===== src/rtl/pixel_ray_generator.sv =====
`default_nettype none
// +--------------------------------------------------------------------------+
// | pixel_ray_generator                                                      |
// | Raster-order ray emitter: camera origin, incremental direction, address. |
// | Rev 1.0                                                                  |
// +--------------------------------------------------------------------------+
module pixel_ray_generator #(
  parameter int H_RES  = 640,
  parameter int V_RES  = 480,
  parameter int FP_W   = 32,
  parameter int FRAC_W = 16,
  parameter int ADDR_W = 20
) (
  input  logic              clk,
  input  logic              rst,
  input  logic              start_i,
  input  logic              abort_i,
  input  logic [FP_W-1:0]   cam_x_i,
  input  logic [FP_W-1:0]   cam_y_i,
  input  logic [FP_W-1:0]   cam_z_i,
  input  logic [FP_W-1:0]   dir0_x_i,
  input  logic [FP_W-1:0]   dir0_y_i,
  input  logic [FP_W-1:0]   dir0_z_i,
  input  logic [FP_W-1:0]   du_x_i,
  input  logic [FP_W-1:0]   du_y_i,
  input  logic [FP_W-1:0]   du_z_i,
  input  logic [FP_W-1:0]   dv_x_i,
  input  logic [FP_W-1:0]   dv_y_i,
  input  logic [FP_W-1:0]   dv_z_i,
  input  logic              ray_ready_i,
  output logic              ray_valid_o,
  output logic [FP_W-1:0]   ray_org_x_o,
  output logic [FP_W-1:0]   ray_org_y_o,
  output logic [FP_W-1:0]   ray_org_z_o,
  output logic [FP_W-1:0]   ray_dir_x_o,
  output logic [FP_W-1:0]   ray_dir_y_o,
  output logic [FP_W-1:0]   ray_dir_z_o,
  output logic [ADDR_W-1:0] ray_addr_o,
  output logic              ray_last_o,
  output logic              busy_o,
  output logic              frame_done_o
);

  localparam int X_W = (H_RES > 1) ? $clog2(H_RES) : 1;
  localparam int Y_W = (V_RES > 1) ? $clog2(V_RES) : 1;
  localparam logic [X_W-1:0] X_MAX = X_W'(H_RES - 1);
  localparam logic [Y_W-1:0] Y_MAX = Y_W'(V_RES - 1);

  localparam logic [1:0] S_IDLE = 2'd0;
  localparam logic [1:0] S_RUN  = 2'd1;
  localparam logic [1:0] S_DONE = 2'd2;

  if (FRAC_W >= FP_W || FRAC_W < 0 || H_RES < 2 || V_RES < 2) begin : g_bad_params
    $error("pixel_ray_generator: illegal parameter combination");
  end

  logic [1:0] state_q, state_d;

  logic [2:0][FP_W-1:0] cam_q, cam_d;
  logic [2:0][FP_W-1:0] dir_q, dir_d;
  logic [2:0][FP_W-1:0] row_q, row_d;
  logic [2:0][FP_W-1:0] du_q, du_d;
  logic [2:0][FP_W-1:0] dv_q, dv_d;
  logic [X_W-1:0]       x_q, x_d;
  logic [Y_W-1:0]       y_q, y_d;
  logic [ADDR_W-1:0]    addr_q, addr_d;

  logic w_start;
  logic w_beat;
  logic w_x_end;
  logic w_last_pix;

  assign w_start    = (state_q == S_IDLE) && start_i && !abort_i;
  assign w_beat     = (state_q == S_RUN) && ray_ready_i && !abort_i;
  assign w_x_end    = (x_q == X_MAX);
  assign w_last_pix = w_x_end && (y_q == Y_MAX);

  always_ff @(posedge clk or posedge rst) begin
    if (rst) begin
      state_q <= S_IDLE;
    end else begin
      state_q <= state_d;
    end
  end

  always_comb begin
    state_d = state_q;
    case (state_q)
      S_IDLE: if (w_start) state_d = S_RUN;
      S_RUN: begin
        if (abort_i)                      state_d = S_IDLE;
        else if (w_beat && w_last_pix)    state_d = S_DONE;
      end
      S_DONE:  state_d = S_IDLE;
      default: state_d = S_IDLE;
    endcase
  end

  always_comb begin
    ray_valid_o  = (state_q == S_RUN);
    busy_o       = (state_q == S_RUN) || (state_q == S_DONE);
    frame_done_o = (state_q == S_DONE);
    ray_last_o   = (state_q == S_RUN) && w_last_pix;
  end

  // A row wrap restarts from the row base so the column steps never accumulate across rows.
  always_comb begin
    cam_d  = cam_q;
    dir_d  = dir_q;
    row_d  = row_q;
    du_d   = du_q;
    dv_d   = dv_q;
    x_d    = x_q;
    y_d    = y_q;
    addr_d = addr_q;
    if (w_start) begin
      cam_d  = {cam_z_i, cam_y_i, cam_x_i};
      dir_d  = {dir0_z_i, dir0_y_i, dir0_x_i};
      row_d  = {dir0_z_i, dir0_y_i, dir0_x_i};
      du_d   = {du_z_i, du_y_i, du_x_i};
      dv_d   = {dv_z_i, dv_y_i, dv_x_i};
      x_d    = '0;
      y_d    = '0;
      addr_d = '0;
    end else if (w_beat) begin
      addr_d = addr_q + ADDR_W'(1);
      if (!w_x_end) begin
        x_d = x_q + X_W'(1);
        for (int i = 0; i < 3; i++) begin
          dir_d[i] = dir_q[i] + du_q[i];
        end
      end else begin
        x_d = '0;
        y_d = y_q + Y_W'(1);
        for (int i = 0; i < 3; i++) begin
          row_d[i] = row_q[i] + dv_q[i];
          dir_d[i] = row_q[i] + dv_q[i];
        end
      end
    end
  end

  always_ff @(posedge clk or posedge rst) begin
    if (rst) begin
      cam_q  <= '0;
      dir_q  <= '0;
      row_q  <= '0;
      du_q   <= '0;
      dv_q   <= '0;
      x_q    <= '0;
      y_q    <= '0;
      addr_q <= '0;
    end else begin
      cam_q  <= cam_d;
      dir_q  <= dir_d;
      row_q  <= row_d;
      du_q   <= du_d;
      dv_q   <= dv_d;
      x_q    <= x_d;
      y_q    <= y_d;
      addr_q <= addr_d;
    end
  end

  assign ray_org_x_o = cam_q[0];
  assign ray_org_y_o = cam_q[1];
  assign ray_org_z_o = cam_q[2];
  assign ray_dir_x_o = dir_q[0];
  assign ray_dir_y_o = dir_q[1];
  assign ray_dir_z_o = dir_q[2];
  assign ray_addr_o  = addr_q;

endmodule
`default_nettype wire


===== config.mk =====
export PLATFORM = sky130hd
export DESIGN_NAME = pixel_ray_generator
export DESIGN_NICKNAME = d
export VERILOG_FILES = /design/src/rtl/pixel_ray_generator.sv
export SDC_FILE = /design/constraint.sdc
export NUM_CORES = 2
export LEC_CHECK = 0
export CORE_MARGIN = 5
export CORE_UTILIZATION = 53
export CTS_CLUSTER_SIZE = 10
export DETAILED_ROUTE_END_ITERATION = 12
export PLACE_DENSITY = 0.82
export SYNTH_ARGS = -nofsm -noshare
export SYNTH_HDL_FRONTEND = slang
export SYNTH_SLANG_ARGS = --single-unit

===== constraint.sdc =====
create_clock -name clk -period 25.5 [get_ports clk]
set_input_delay 5.1 -clock clk [delete_from_list [all_inputs] [get_ports clk]]
set_output_delay 5.1 -clock clk [all_outputs]
set_load 0.02 [all_outputs]

==> out/results.tsv <==
metric	value	unit
fmax	0.116	GHz
period_minus_slack	8.60	ns
slew_headroom	14.2	%
antenna_found_initial	10	
clock-sinks	521	
numCtsBuffers	60	
grtUsageTotal	31.6	%
cts_buffer_depth	3	
wl	102000	um
report.final.slew_viol_count	0	
ir_drop	0.0910	mV
seq_area_frac_synth	42.8	%
ys_ff_latch	521	
critical_path_arrival	9.14	ns
syn_area	30400	sq um
overflow	0	
cts-hold-fix-buffers	0	
ant_nets	0	
wire_per_inst	20.8	um
leakage	18.3	nW
cap_violations	0	
portBuffers	604	
post_cts_buffers	0	
finClkSkew	0.0231	ns
yosysTopAreaCell	dfrtp_1	
die_x	250	um
cp_max_fo	88	
syn_nets	4198	
r2r-end	y_q[8]	
num_io_pins	605	
worstSetupEndpointType	flop	
r2r_cells	11	
ys.warnings.count	0	
grt_pass1_vias	28400	
synth_top_area_share	42.8	%
hold_class	flop to flop	
status	finished clean	
min_period_over_period	33.7	%
ys_async_sr_fraction	100	%
start_util	53.8	%
syn_avg_cell_area	8.43	sq um
synthFlopType	dfrtp_1	
dr.first_iter.drc_count	2591	
root_buffer	clkbuf_16	
hold_depth	2	
n_fill_cell	4551	
die_h	250	um
fin_nets	4715	
path_clk_slew	0.06	ns
clkLatencyLatePin	0.64	ns
cts_htree_levels	2	
post-dp-hpwl	73500	um
coreArea	56600	sq um
worst_slew_pin_slew	1.28	ns
syn_inst	3611	
synth_edf_count	0	
fin_tns_setup	0	ns
grt_pass1_wl	159000	um
power_density	150	nW/um^2
gp_congestion	0.952	
via_per_inst	5.82	
drc_errors	0	
dieArea	62300	sq um
yosysUniqueCellTypes	91	
rows	87	
whs_endpoint	ray_org_x_o[2]	
cts_tree	yes	
r2r_setup_slack	21.16	ns
reg2reg_from	state_q[1]	
setup_viol	0	
hold_start	ray_org_x_o[2]	
hold_viol_final	0	
synthToLayoutAreaGrowth	27.5	%
start_kind	input pin	
path_class	input pin to flop	
worstPathRequired	26.04	ns
whs	0.472	ns
rsz0062_at_grt	no	
num_vias	28600	
drive_gt1_share	3.37	%
first_pass_iters	5	
synth.area.top_cells	dfrtp_1 43%, nand2_1 14%, ha_1 7.9%, a21oi_1 4.1%, o21ai_0 3.2%	
grt_max_degree	225	
ctsResizeCount	0	
startpoint	start_i	
==> per-layer routing <==
| metal | track usage (%) | routed length, um | vias up |
|---|---|---|---|
| met1 | 40.2 | 40600 | 13700 |
| li1 | - | - | 13500 |
| met3 | 6.84 | 8350 | 240 |
| met5 | 0 | 87 | - |
| met4 | 11.4 | 4110 | 12 |
| met2 | 53.5 | 49000 | 1167 |
==> placed cells by master (no fill, tap or decap), types with 11 or more instances in the layout <==
cell,n
a211oi_1,25
o211ai_1,41
nor2b_1,12
o21a_1,43
clkdlybuf4s50_1,604
inv_1,43
o21ai_0,197
and3_1,17
ha_1,192
clkbuf_1,13
nand2_1,1125
dfrtp_1,521
a21oi_1,246
a22oi_1,14
nand2b_1,11
or3_1,16
xor2_1,93
a21o_1,103
nand3_1,41
xnor2_1,109
a31oi_1,53
nor2_1,231
and2_1,11
clkbuf_16,62
nand4_1,27
buf_4,19
nor3_1,22
o22ai_1,28
o21ai_1,12
o21bai_1,39
==> cell usage after synthesis, drive strengths merged (5+ instances only) <==
cell	n
a211oi	25
a21boi	5
a21o	103
a21oi	248
a221o	5
a221oi	8
a22o	5
a22oi	14
a31o	5
a31oi	54
a41oi	6
and2	12
and3	17
and4	7
buf	17
clkbuf	154
dfrtp	521
fa	6
ha	192
inv	44
nand2	1127
nand2b	11
nand3	41
nand4	27
nor2	238
nor2b	12
nor3	23
nor4	6
o211ai	43
o21a	43
o21ai	210
o21bai	39
o221a	6
o221ai	9
o22ai	28
o31a	6
o31ai	13
or2	5
or3	16
xnor2	109
xor2	93
==> through the flow <==
| stage | cell area [sq um] | worst slack, ns | util [%] | cells | power (W) |
|---|---|---|---|---|---|
| floorplan | 30400 | 5.84 | - | 3611 | 0.00392 |
| global placement | 37000 | 16.37 | 65.4 | 4822 | 0.00490 |
| detailed placement | 37000 | 16.28 | 65.4 | 4822 | 0.00497 |
| CTS | 38800 | 16.96 | 68.5 | 4905 | 0.00581 |
| global route | 38800 | 16.66 | 68.5 | 4907 | 0.00627 |
| finish | 38800 | 16.90 | 68.5 | 4912 | 0.00583 |
==> registers in the layout, summed over array words and instances, names as in the netlist, 20 cells and up <==
name         count
du_q            96
row_q           96
ray_dir_x_o     32
ray_dir_z_o     32
ray_org_x_o     32
ray_addr_o      20
ray_org_z_o     32
ray_org_y_o     32
dv_q            96
ray_dir_y_o     32
==> logic make-up after synthesis <==
family | after synthesis | share of synthesized area (%)
buffers and inverters | 215 | 2.67
flip-flops | 521 | 42.8
AO/OA/AOI/OAI | 913 | 19.4
multiplexers | 5 | 0.169
XOR/XNOR | 203 | 5.89
adder cells (fa/ha/maj) | 198 | 8.29
AND/OR/NAND/NOR | 1556 | 20.7
==> power breakdown <==
group	total, W	internal [W]	leakage, nW	switching, W
Combinational	0.00352	0.00150	11.0	0.00202
Sequential	0.00151	0.00121	6.42	0.000305
Clock	0.000800	0.000460	0.844	0.000340
Total	0.00583	0.00316	18.3	0.00267
==> critical path, stage by stage <==
cell,delay [ns]
clkdlybuf4s50_1,0.47
nand2_1,0.10
nor2_4,0.10
buf_4,0.43
nor2_1,0.31
nor2_4,0.87
buf_4,0.93
nand4_1,0.26
or3_1,0.37
a21oi_1,0.14
==> how the worst max path moves through the flow <==
stage,end,slack [ns],cells past startpoint
after CTS,y_q[8],16.96,10
after global routing,y_q[8],16.66,10
after detailed placement,y_q[8],16.28,10
after global placement,y_q[8],16.37,10
final,y_q[8],16.90,10
after floorplan,du_q[0],5.84,1
==> final cells by class <==
type / count / area, sq um / area share [%]
repair buffers: 626 / 6250 / 16.1
clock inverters: 2 / 46.3 / 0.119
diodes: 7 / 17.5 / 0.0452
inverters: 44 / 173 / 0.445
well taps: 756 / 946 / 2.44
clock buffers: 81 / 1680 / 4.34
multi-input cells: 2875 / 16600 / 42.9
flip-flops and latches: 521 / 13000 / 33.6
Power figures use the tool's default switching activity.
